==> config.mk <==
export PLATFORM = sky130hd
export DESIGN_NAME = if_id_branch_unit_flat
export DESIGN_NICKNAME = d
export VERILOG_FILES = /design/src/rtl/if_id_branch_unit_if.sv /design/src/rtl/if_id_branch_unit.sv /design/src/flat_wrapper.sv
export SDC_FILE = /design/constraint.sdc
export NUM_CORES = 1
export LEC_CHECK = 0
export ABC_AREA = 0
export CAP_MARGIN = 20
export CORE_MARGIN = 1.5
export CORE_UTILIZATION = 40
export CTS_CLUSTER_SIZE = 24
export DETAILED_ROUTE_END_ITERATION = 10
export HOLD_SLACK_MARGIN = 0.15
export PLACE_DENSITY = 0.77
export SYNTH_ARGS = -nofsm -noshare
export SYNTH_HDL_FRONTEND = slang
export SYNTH_SLANG_ARGS = --single-unit
export TNS_END_PERCENT = 20
==> constraint.sdc <==
create_clock -name clk -period 2.7 [get_ports clk]
set_clock_uncertainty 0.15 [all_clocks]
set_input_delay 0.27 -clock clk [delete_from_list [all_inputs] [get_ports clk]]
set_output_delay 0.27 -clock clk [all_outputs]
set_load 0.01 [all_outputs]
==> src/rtl/if_id_branch_unit_if.sv <==
// Fetch <-> decode link: fetch stage drives the PC/instruction pair, decode
// drives back stall and redirect controls.
// Signals: PC (fetch address + 1, word index), Instruction (fetched word),
// freeze (hold fetch PC and IF/ID), Branch_taken (redirect fetch),
// BranchAddr (redirect target, word index).
interface if_id_branch_unit_if;
  logic [31:0] PC;
  logic [31:0] Instruction;
  logic        freeze;
  logic        Branch_taken;
  logic [31:0] BranchAddr;

  // Fetch stage side
  modport master (
    output PC,
    output Instruction,
    input  freeze,
    input  Branch_taken,
    input  BranchAddr
  );

  // Decode stage side
  modport slave (
    input  PC,
    input  Instruction,
    output freeze,
    output Branch_taken,
    output BranchAddr
  );
endinterface

==> src/rtl/if_id_branch_unit.sv <==
// IF/ID pipeline register with early resolution of B instructions in ID.
// Ports:
//   clk, rst          rising-edge clock, asynchronous active-low reset
//   fetch (slave)     PC/Instruction in; freeze/Branch_taken/BranchAddr out
//   hazard            data hazard on the instruction in ID
//   SR                committed flags {N,Z,C,V}
//   flags_busy        a flag-setting instruction in EXE/MEM has not written SR
//   ID_PC             registered PC
//   ID_Instruction    registered instruction
//   ID_valid          ID slot holds a real instruction (not a bubble)
//   taken_count       taken branches since reset, wraps
module if_id_branch_unit #(
  parameter int unsigned CNT_W = 16
) (
  input  logic                  clk,
  input  logic                  rst,
  if_id_branch_unit_if.slave    fetch,
  input  logic                  hazard,
  input  logic [3:0]            SR,
  input  logic                  flags_busy,
  output logic [31:0]           ID_PC,
  output logic [31:0]           ID_Instruction,
  output logic                  ID_valid,
  output logic [CNT_W-1:0]      taken_count
);

  localparam int unsigned XLEN  = 32;
  localparam int unsigned IMM_W = 24;
  localparam logic [2:0]  OP_B    = 3'b101;
  localparam logic [3:0]  COND_AL = 4'b1110;

  logic [XLEN-1:0]  id_pc_q, id_pc_d;
  logic [XLEN-1:0]  id_instr_q, id_instr_d;
  logic             id_valid_q, id_valid_d;
  logic [CNT_W-1:0] cnt_q, cnt_d;

  logic [3:0]       cond;
  logic             is_b;
  logic [XLEN-1:0]  br_off;
  logic [XLEN-1:0]  br_addr;
  logic             flag_n, flag_z, flag_c, flag_v;
  logic             cond_pass;
  logic             flag_wait;
  logic             freeze_c;
  logic             taken_c;

  // Decode the ID slot; target is computed regardless of instruction type.
  always_comb begin : decode
    cond    = id_instr_q[31:28];
    is_b    = id_valid_q && (id_instr_q[27:25] == OP_B);
    br_off  = {{(XLEN-IMM_W){id_instr_q[IMM_W-1]}}, id_instr_q[IMM_W-1:0]};
    br_addr = id_pc_q + br_off;
  end

  // Condition evaluation against the committed flags.
  always_comb begin : cond_eval
    {flag_n, flag_z, flag_c, flag_v} = SR;
    cond_pass = 1'b0;
    case (cond)
      4'b0000: cond_pass = flag_z;
      4'b0001: cond_pass = !flag_z;
      4'b0010: cond_pass = flag_c;
      4'b0011: cond_pass = !flag_c;
      4'b0100: cond_pass = flag_n;
      4'b0101: cond_pass = !flag_n;
      4'b0110: cond_pass = flag_v;
      4'b0111: cond_pass = !flag_v;
      4'b1000: cond_pass = flag_c && !flag_z;
      4'b1001: cond_pass = !flag_c || flag_z;
      4'b1010: cond_pass = (flag_n == flag_v);
      4'b1011: cond_pass = (flag_n != flag_v);
      4'b1100: cond_pass = !flag_z && (flag_n == flag_v);
      4'b1101: cond_pass = flag_z || (flag_n != flag_v);
      4'b1110: cond_pass = 1'b1;
      default: cond_pass = 1'b0;
    endcase
  end

  // Stall/redirect: AL never waits for flags; a stall always beats a redirect.
  always_comb begin : resolve
    flag_wait = is_b && (cond != COND_AL) && flags_busy;
    freeze_c  = hazard || flag_wait;
    taken_c   = is_b && cond_pass && !freeze_c;
  end

  // IF/ID next state: hold on freeze, bubble on taken branch, else advance.
  always_comb begin : next_state
    id_pc_d    = id_pc_q;
    id_instr_d = id_instr_q;
    id_valid_d = id_valid_q;
    cnt_d      = cnt_q;
    if (!freeze_c) begin
      if (taken_c) begin
        id_pc_d    = '0;
        id_instr_d = '0;
        id_valid_d = 1'b0;
        cnt_d      = cnt_q + CNT_W'(1);
      end else begin
        id_pc_d    = fetch.PC;
        id_instr_d = fetch.Instruction;
        id_valid_d = 1'b1;
      end
    end
  end

  // State registers.
  always_ff @(posedge clk or negedge rst) begin
    if (!rst) begin
      id_pc_q    <= '0;
      id_instr_q <= '0;
      id_valid_q <= 1'b0;
      cnt_q      <= '0;
    end else begin
      id_pc_q    <= id_pc_d;
      id_instr_q <= id_instr_d;
      id_valid_q <= id_valid_d;
      cnt_q      <= cnt_d;
    end
  end

  assign fetch.freeze       = freeze_c;
  assign fetch.Branch_taken = taken_c;
  assign fetch.BranchAddr   = br_addr;

  assign ID_PC          = id_pc_q;
  assign ID_Instruction = id_instr_q;
  assign ID_valid       = id_valid_q;
  assign taken_count    = cnt_q;

endmodule

==> src/flat_wrapper.sv <==
// flat-port wrapper written by rule: the top's interface ports become plain ports
module if_id_branch_unit_flat 
#(
  parameter int unsigned CNT_W = 16
)
  (clk, rst, hazard, SR, flags_busy, ID_PC, ID_Instruction, ID_valid, taken_count, fetch_PC, fetch_Instruction, fetch_freeze, fetch_Branch_taken, fetch_BranchAddr);
  if_id_branch_unit_if fetch_i ();
  input  logic clk;
  input  logic rst;
  input  logic hazard;
  input  logic [3:0] SR;
  input  logic flags_busy;
  output logic [31:0] ID_PC;
  output logic [31:0] ID_Instruction;
  output logic ID_valid;
  output logic [CNT_W-1:0] taken_count;
  input wire logic [$bits(fetch_i.PC)-1:0] fetch_PC;
  input wire logic [$bits(fetch_i.Instruction)-1:0] fetch_Instruction;
  output wire logic [$bits(fetch_i.freeze)-1:0] fetch_freeze;
  output wire logic [$bits(fetch_i.Branch_taken)-1:0] fetch_Branch_taken;
  output wire logic [$bits(fetch_i.BranchAddr)-1:0] fetch_BranchAddr;
  assign fetch_i.PC = fetch_PC;
  assign fetch_i.Instruction = fetch_Instruction;
  assign fetch_freeze = fetch_i.freeze;
  assign fetch_Branch_taken = fetch_i.Branch_taken;
  assign fetch_BranchAddr = fetch_i.BranchAddr;
  if_id_branch_unit #(.CNT_W(CNT_W)) u_core (.clk(clk), .rst(rst), .fetch(fetch_i), .hazard(hazard), .SR(SR), .flags_busy(flags_busy), .ID_PC(ID_PC), .ID_Instruction(ID_Instruction), .ID_valid(ID_valid), .taken_count(taken_count));
endmodule
* After elaboration in Yosys (flattened, before gate mapping)
Index checks and enable logic that the tools add are counted.
Storage, ports and cells: flip-flop bits (word level) 81, output and inout port bits 115
Operators by class: $add $sub $neg 2, eq/ne operators 18, muxes and demuxes 4, bitwise gates (word level) 1, reduce and logical (&&, ||, !) cells 17
Operators by type and width (count):
- 32-bit 2-to-1 mux | 2
- 32-bit adder | 1
- 4-bit == test, second input constant | 7
- 16-bit by 1-bit adder with 16-bit output, second input constant | 1
- 4-bit by 3-bit == test with 1-bit output, second input constant | 4
- 1-bit one-hot mux with 15 select lines | 1
- 4-bit by 2-bit == test with 1-bit output, second input constant | 2
- 1-bit logical AND | 7
- 1-bit zero test | 5
- 4-bit by 1-bit == test with 1-bit output, second input constant | 1
- 4-bit zero test | 1
- 4-bit inequality test, second input constant | 1
- 3-bit == test, second input constant | 1
- 1-bit logical OR | 3
- 2-bit AND reduction | 1
- 1-bit == test | 1
- 1-bit 2-to-1 mux | 1
- 1-bit inequality test | 1
- 1-bit NOT | 1

* Longest topological paths before layout
depth in word-level cells 8, mapped depth 9, depth with buffers taken out 9

* Worst setup path before layout
Ideal clock, no wire load.
kind register to output, start point reg u_core.id_pc_q[0], in the netlist u_core.ID_PC[0], end point out fetch_BranchAddr[26], arrival 2.484 ns, path slack -0.204 ns, stages on the path, launching flop included 10, path buffers 0, cells stage by stage dfrtp_1 ha_1 fa_1 a211oi_1 o21ai_1 a21oi_1 o21ai_1 a31oi_1 o21ai_0 xnor2_1
Between the ends: word-level cells in the longest chain between the ends 1
Ends and longest elaborated chain:
- from (decl) | line if_id_branch_unit.sv:32 | logic [XLEN-1:0] id_pc_q, id_pc_d;
- from (signal assigned) | line if_id_branch_unit.sv:114 | id_pc_q <= id_pc_d;
- 32-bit adder | line if_id_branch_unit.sv:52 | br_addr = id_pc_q + br_off;
- to (decl) | line flat_wrapper.sv:21 | output wire logic [$bits(fetch_i.BranchAddr)-1:0] fetch_BranchAddr;
No other way between the ends.

* Worst setup path in the final report
start point reg u_core.id_pc_q[0], in the netlist u_core.ID_PC[0], end point out fetch_BranchAddr[30]
The elaborated chain is that of the path after synthesis.

==> impl_metrics.yaml <==
run_status:
  status: "complete, but fails checks"
  violations: "setup timing"
setup_path:
  cp_max_fo: 3
  cp_slowest_cell: "dfrtp_1"
  path_cells: "ha_2, fa_2, a211oi_2, o21ai_1, a21oi_2, buf_4, o21ai_4, a31oi_2, buf_4, o41ai_1, xor2_1, buf_2"
  crit_path_end_kind: "output pin"
  worst-endpoint-arrival_ps: 2880
  reg2regPathDepth: 9
  path_class: "flip-flop to output pin"
  cp_common_cell: "buf_4"
  crit_path_max_incr_delay_ps: 390
  worst_ep_required_time_ps: 2280
  start_kind: "flip-flop"
global_route:
  met1_usage: 0.305
  overflow: 0
  busiest_layer: "met2"
  track_usage: 0.255
  use_met3: 0.0691
  antenna_found_initial: 0
  grt_pass1_vias: 5364
  met2_usage: 0.443
  grt_pass1_wl_um: 26200
  grt_max_degree: 82
job:
  max_cap_violations: 0
layout:
  antenna_cells: 0
  final_cell_mix: "clkdlybuf4s50_1 (155), buf_4 (144), dfrtp_1 (77), a22o_1 (64), a21oi_1 (34)"
  nFillCells: 932
  final_nets: 905
  fin_util: 0.696
  instances_no_fill: 952
  drive_above_1_share: 0.293
  mostFrequentLayoutCell: "clkdlybuf4s50_1"
  area_delta_synth_final_pct: 70.5
placed_design:
  portBuffers: 186
  placed_cells: 928
  dp_hpwl_um: 12100
  globalplace.congestion: 0.906
  dp_slack_ps: -606
die:
  core_area_sq_um: 12000
  ios: 187
  die_h_um: 114
  start_util: 0.409
  rows: 40
  dieArea_sq_um: 12900
  fp.dieW_um: 114
routing:
  num_vias: 5165
  ant_nets: 0
  drt_iter0_markers: 265
  first_pass_iters: 4
  wl_um: 16400
  wl_per_cell_um: 17.2
  drc: 0
  routed_via_density: 5.43
synthesis:
  synth-main-ff-cell: "dfrtp_1"
  postSynthCellCount: 488
  yosysSeqAreaShare: 0.413
  synth_compound_area_frac: 0.250
  synthAdderAreaFrac: 0.0857
  synthesis.area_sq_um: 4910
  syn_avg_cell_area_sq_um: 10.1
  async_flop_share: 1.00
  synth_seq_cells: 81
  yosys.area_share.simple: 0.116
  yosysWarnings: 0
  synth_top_family_by_area: "compound AO/OA/AOI/OAI gates"
  muxShareOfSynthArea: 0.00663
  synth_xor_area_frac: 0.0857
  syn_nets: 593
  synth_cell_types: 52
  synth_edf_count: 0
timing:
  setup_viol: 25
  worstMarginPinSlew_ps: 440
  slew_viol_final: 0
  rsz0062_at_grt: "true"
  clock.fmax_mhz: 303
  post-route-min-period_ps: 3300
  post-route-period-util: 1.22
  hold_slack_ps: 246
  fin_setup_tns_ps: -7510
  relSlewSlack: 0.707
  finalHoldViolCount: 0
  layout_setup_ws_ps: -602
hold_path:
  hp-class: "input port to async pin"
clock_tree:
  cts.path.max_buffers: 2
  cts.clk_slew.worst_paths_ps: 70
  cts_root_buf: "clkbuf_16"
  cts_tree: "yes"
  cts_made_buffers: 9
  clock_latency_ps: 350
  cts_sinks: 81
  h-tree-depth: 3
power:
  p_leak_uw: 0.00382
  powerDensity_nw_per_um2: 632
  ir_drop_v: 0.000398
[state kept, by name, summed over array words and instances, names as in the netlist]
| register | cells |
|---|---|
| u_core.ID_valid | 1 |
| u_core.ID_PC | 32 |
| u_core.ID_Instruction | 32 |
| u_core.taken_count | 16 |
[kinds of logic (layout without fill, tap and decap cells)]
family	count (synthesis)	count (layout)
fa+ha+maj	33	33
mux	3	3
flops	81	81
xor+xnor	48	48
buf+inv	40	357
compound gates	171	171
simple gates	112	112
[worst paths after layout]
path	end	slack, ps	startpoint
min reg2reg	u_core.taken_count[10]	340	u_core.taken_count[10]
min in group clk	u_core.taken_count[10]	340	u_core.taken_count[10]
min	u_core.ID_Instruction[24]	250	rst
max in group asynchronous	u_core.ID_Instruction[23]	1530	rst
max reg2reg	u_core.ID_Instruction[2]	240	u_core.ID_Instruction[28]
max	fetch_BranchAddr[30]	-600	u_core.ID_PC[0]
[power by group]
| group | internal, uW | switching (uW) |
|---|---|---|
| registers | 1340 | 127 |
| logic | 1420 | 1210 |
| clock network | 639 | 553 |
[synth_stat cells, types with 3 or more instances]
| cell | count | area [sq um] |
|---|---|---|
| nand2_1 | 32 | 120 |
| xor2_1 | 14 | 123 |
| buf_2 | 5 | 25.0 |
| o21ai_1 | 3 | 15.0 |
| a211oi_1 | 3 | 22.5 |
| nand3_1 | 19 | 95.1 |
| o21bai_1 | 5 | 37.5 |
| a31oi_1 | 7 | 43.8 |
| clkbuf_1 | 18 | 67.6 |
| or2_2 | 3 | 18.8 |
| o21a_1 | 3 | 22.5 |
| o2111ai_1 | 3 | 26.3 |
| nor3b_1 | 3 | 22.5 |
| a21o_1 | 5 | 37.5 |
| a22o_1 | 64 | 561 |
| dfrtp_1 | 81 | 2030 |
| nor3_1 | 4 | 20.0 |
| inv_1 | 8 | 30.0 |
| and3_1 | 7 | 43.8 |
| a21oi_1 | 43 | 215 |
| o31ai_1 | 3 | 22.5 |
| ha_1 | 32 | 400 |
| o21ai_0 | 19 | 95.1 |
| buf_6 | 7 | 78.8 |
| nor2_1 | 18 | 67.6 |
| or3_1 | 3 | 18.8 |
| nand4_1 | 10 | 62.6 |
| nand2b_1 | 3 | 18.8 |
| xnor2_1 | 34 | 298 |
[layout make-up]
class | count | area (sq um) | share of cell area
multi-input cells | 367 | 2910 | 0.348
well taps | 147 | 184 | 0.0220
clock buffers | 9 | 225 | 0.0269
repair buffers | 333 | 2920 | 0.349
flip-flops and latches | 81 | 2030 | 0.243
clock inverters | 7 | 61.3 | 0.00733
inverters | 8 | 30.0 | 0.00359
[layer usage]
layer / vias to the layer above / part of all wire
li1: 2456 / -
met1: 2519 / 0.41
met2: 170 / 0.51
met3: 20 / 0.063
met4: 0 / 0.015
met5: - / 0
[critical path: cells and delay by family (launching register included)]
family / cells / cell delay [ps]
AOI/OAI and AO/OA: 6 / 910
xor gates and xnor gates: 1 / 170
DFF: 1 / 390
buffers and inverters: 3 / 470
adders and majority gates: 2 / 580
[metrics by stage]
stage	area (sq um)	total power (uW)
finish	8370	5290
global route	8370	5580
CTS	8250	5260
detailed placement	7860	4090
global placement	7860	4020
floorplan	4930	2570
[repair_timing]
| action | CTS | global route |
|---|---|---|
| hold buffers | 1 | 0 |
| pin swaps | 16 | 17 |
| endpoints found under the setup margin | 29 | 30 |
| buffers inserted | 4 | 2 |
| endpoints found under the hold margin | 81 | 0 |
| gates resized for setup | 115 | 31 |
No activity file was read; power rests on OpenSTA's default activity.
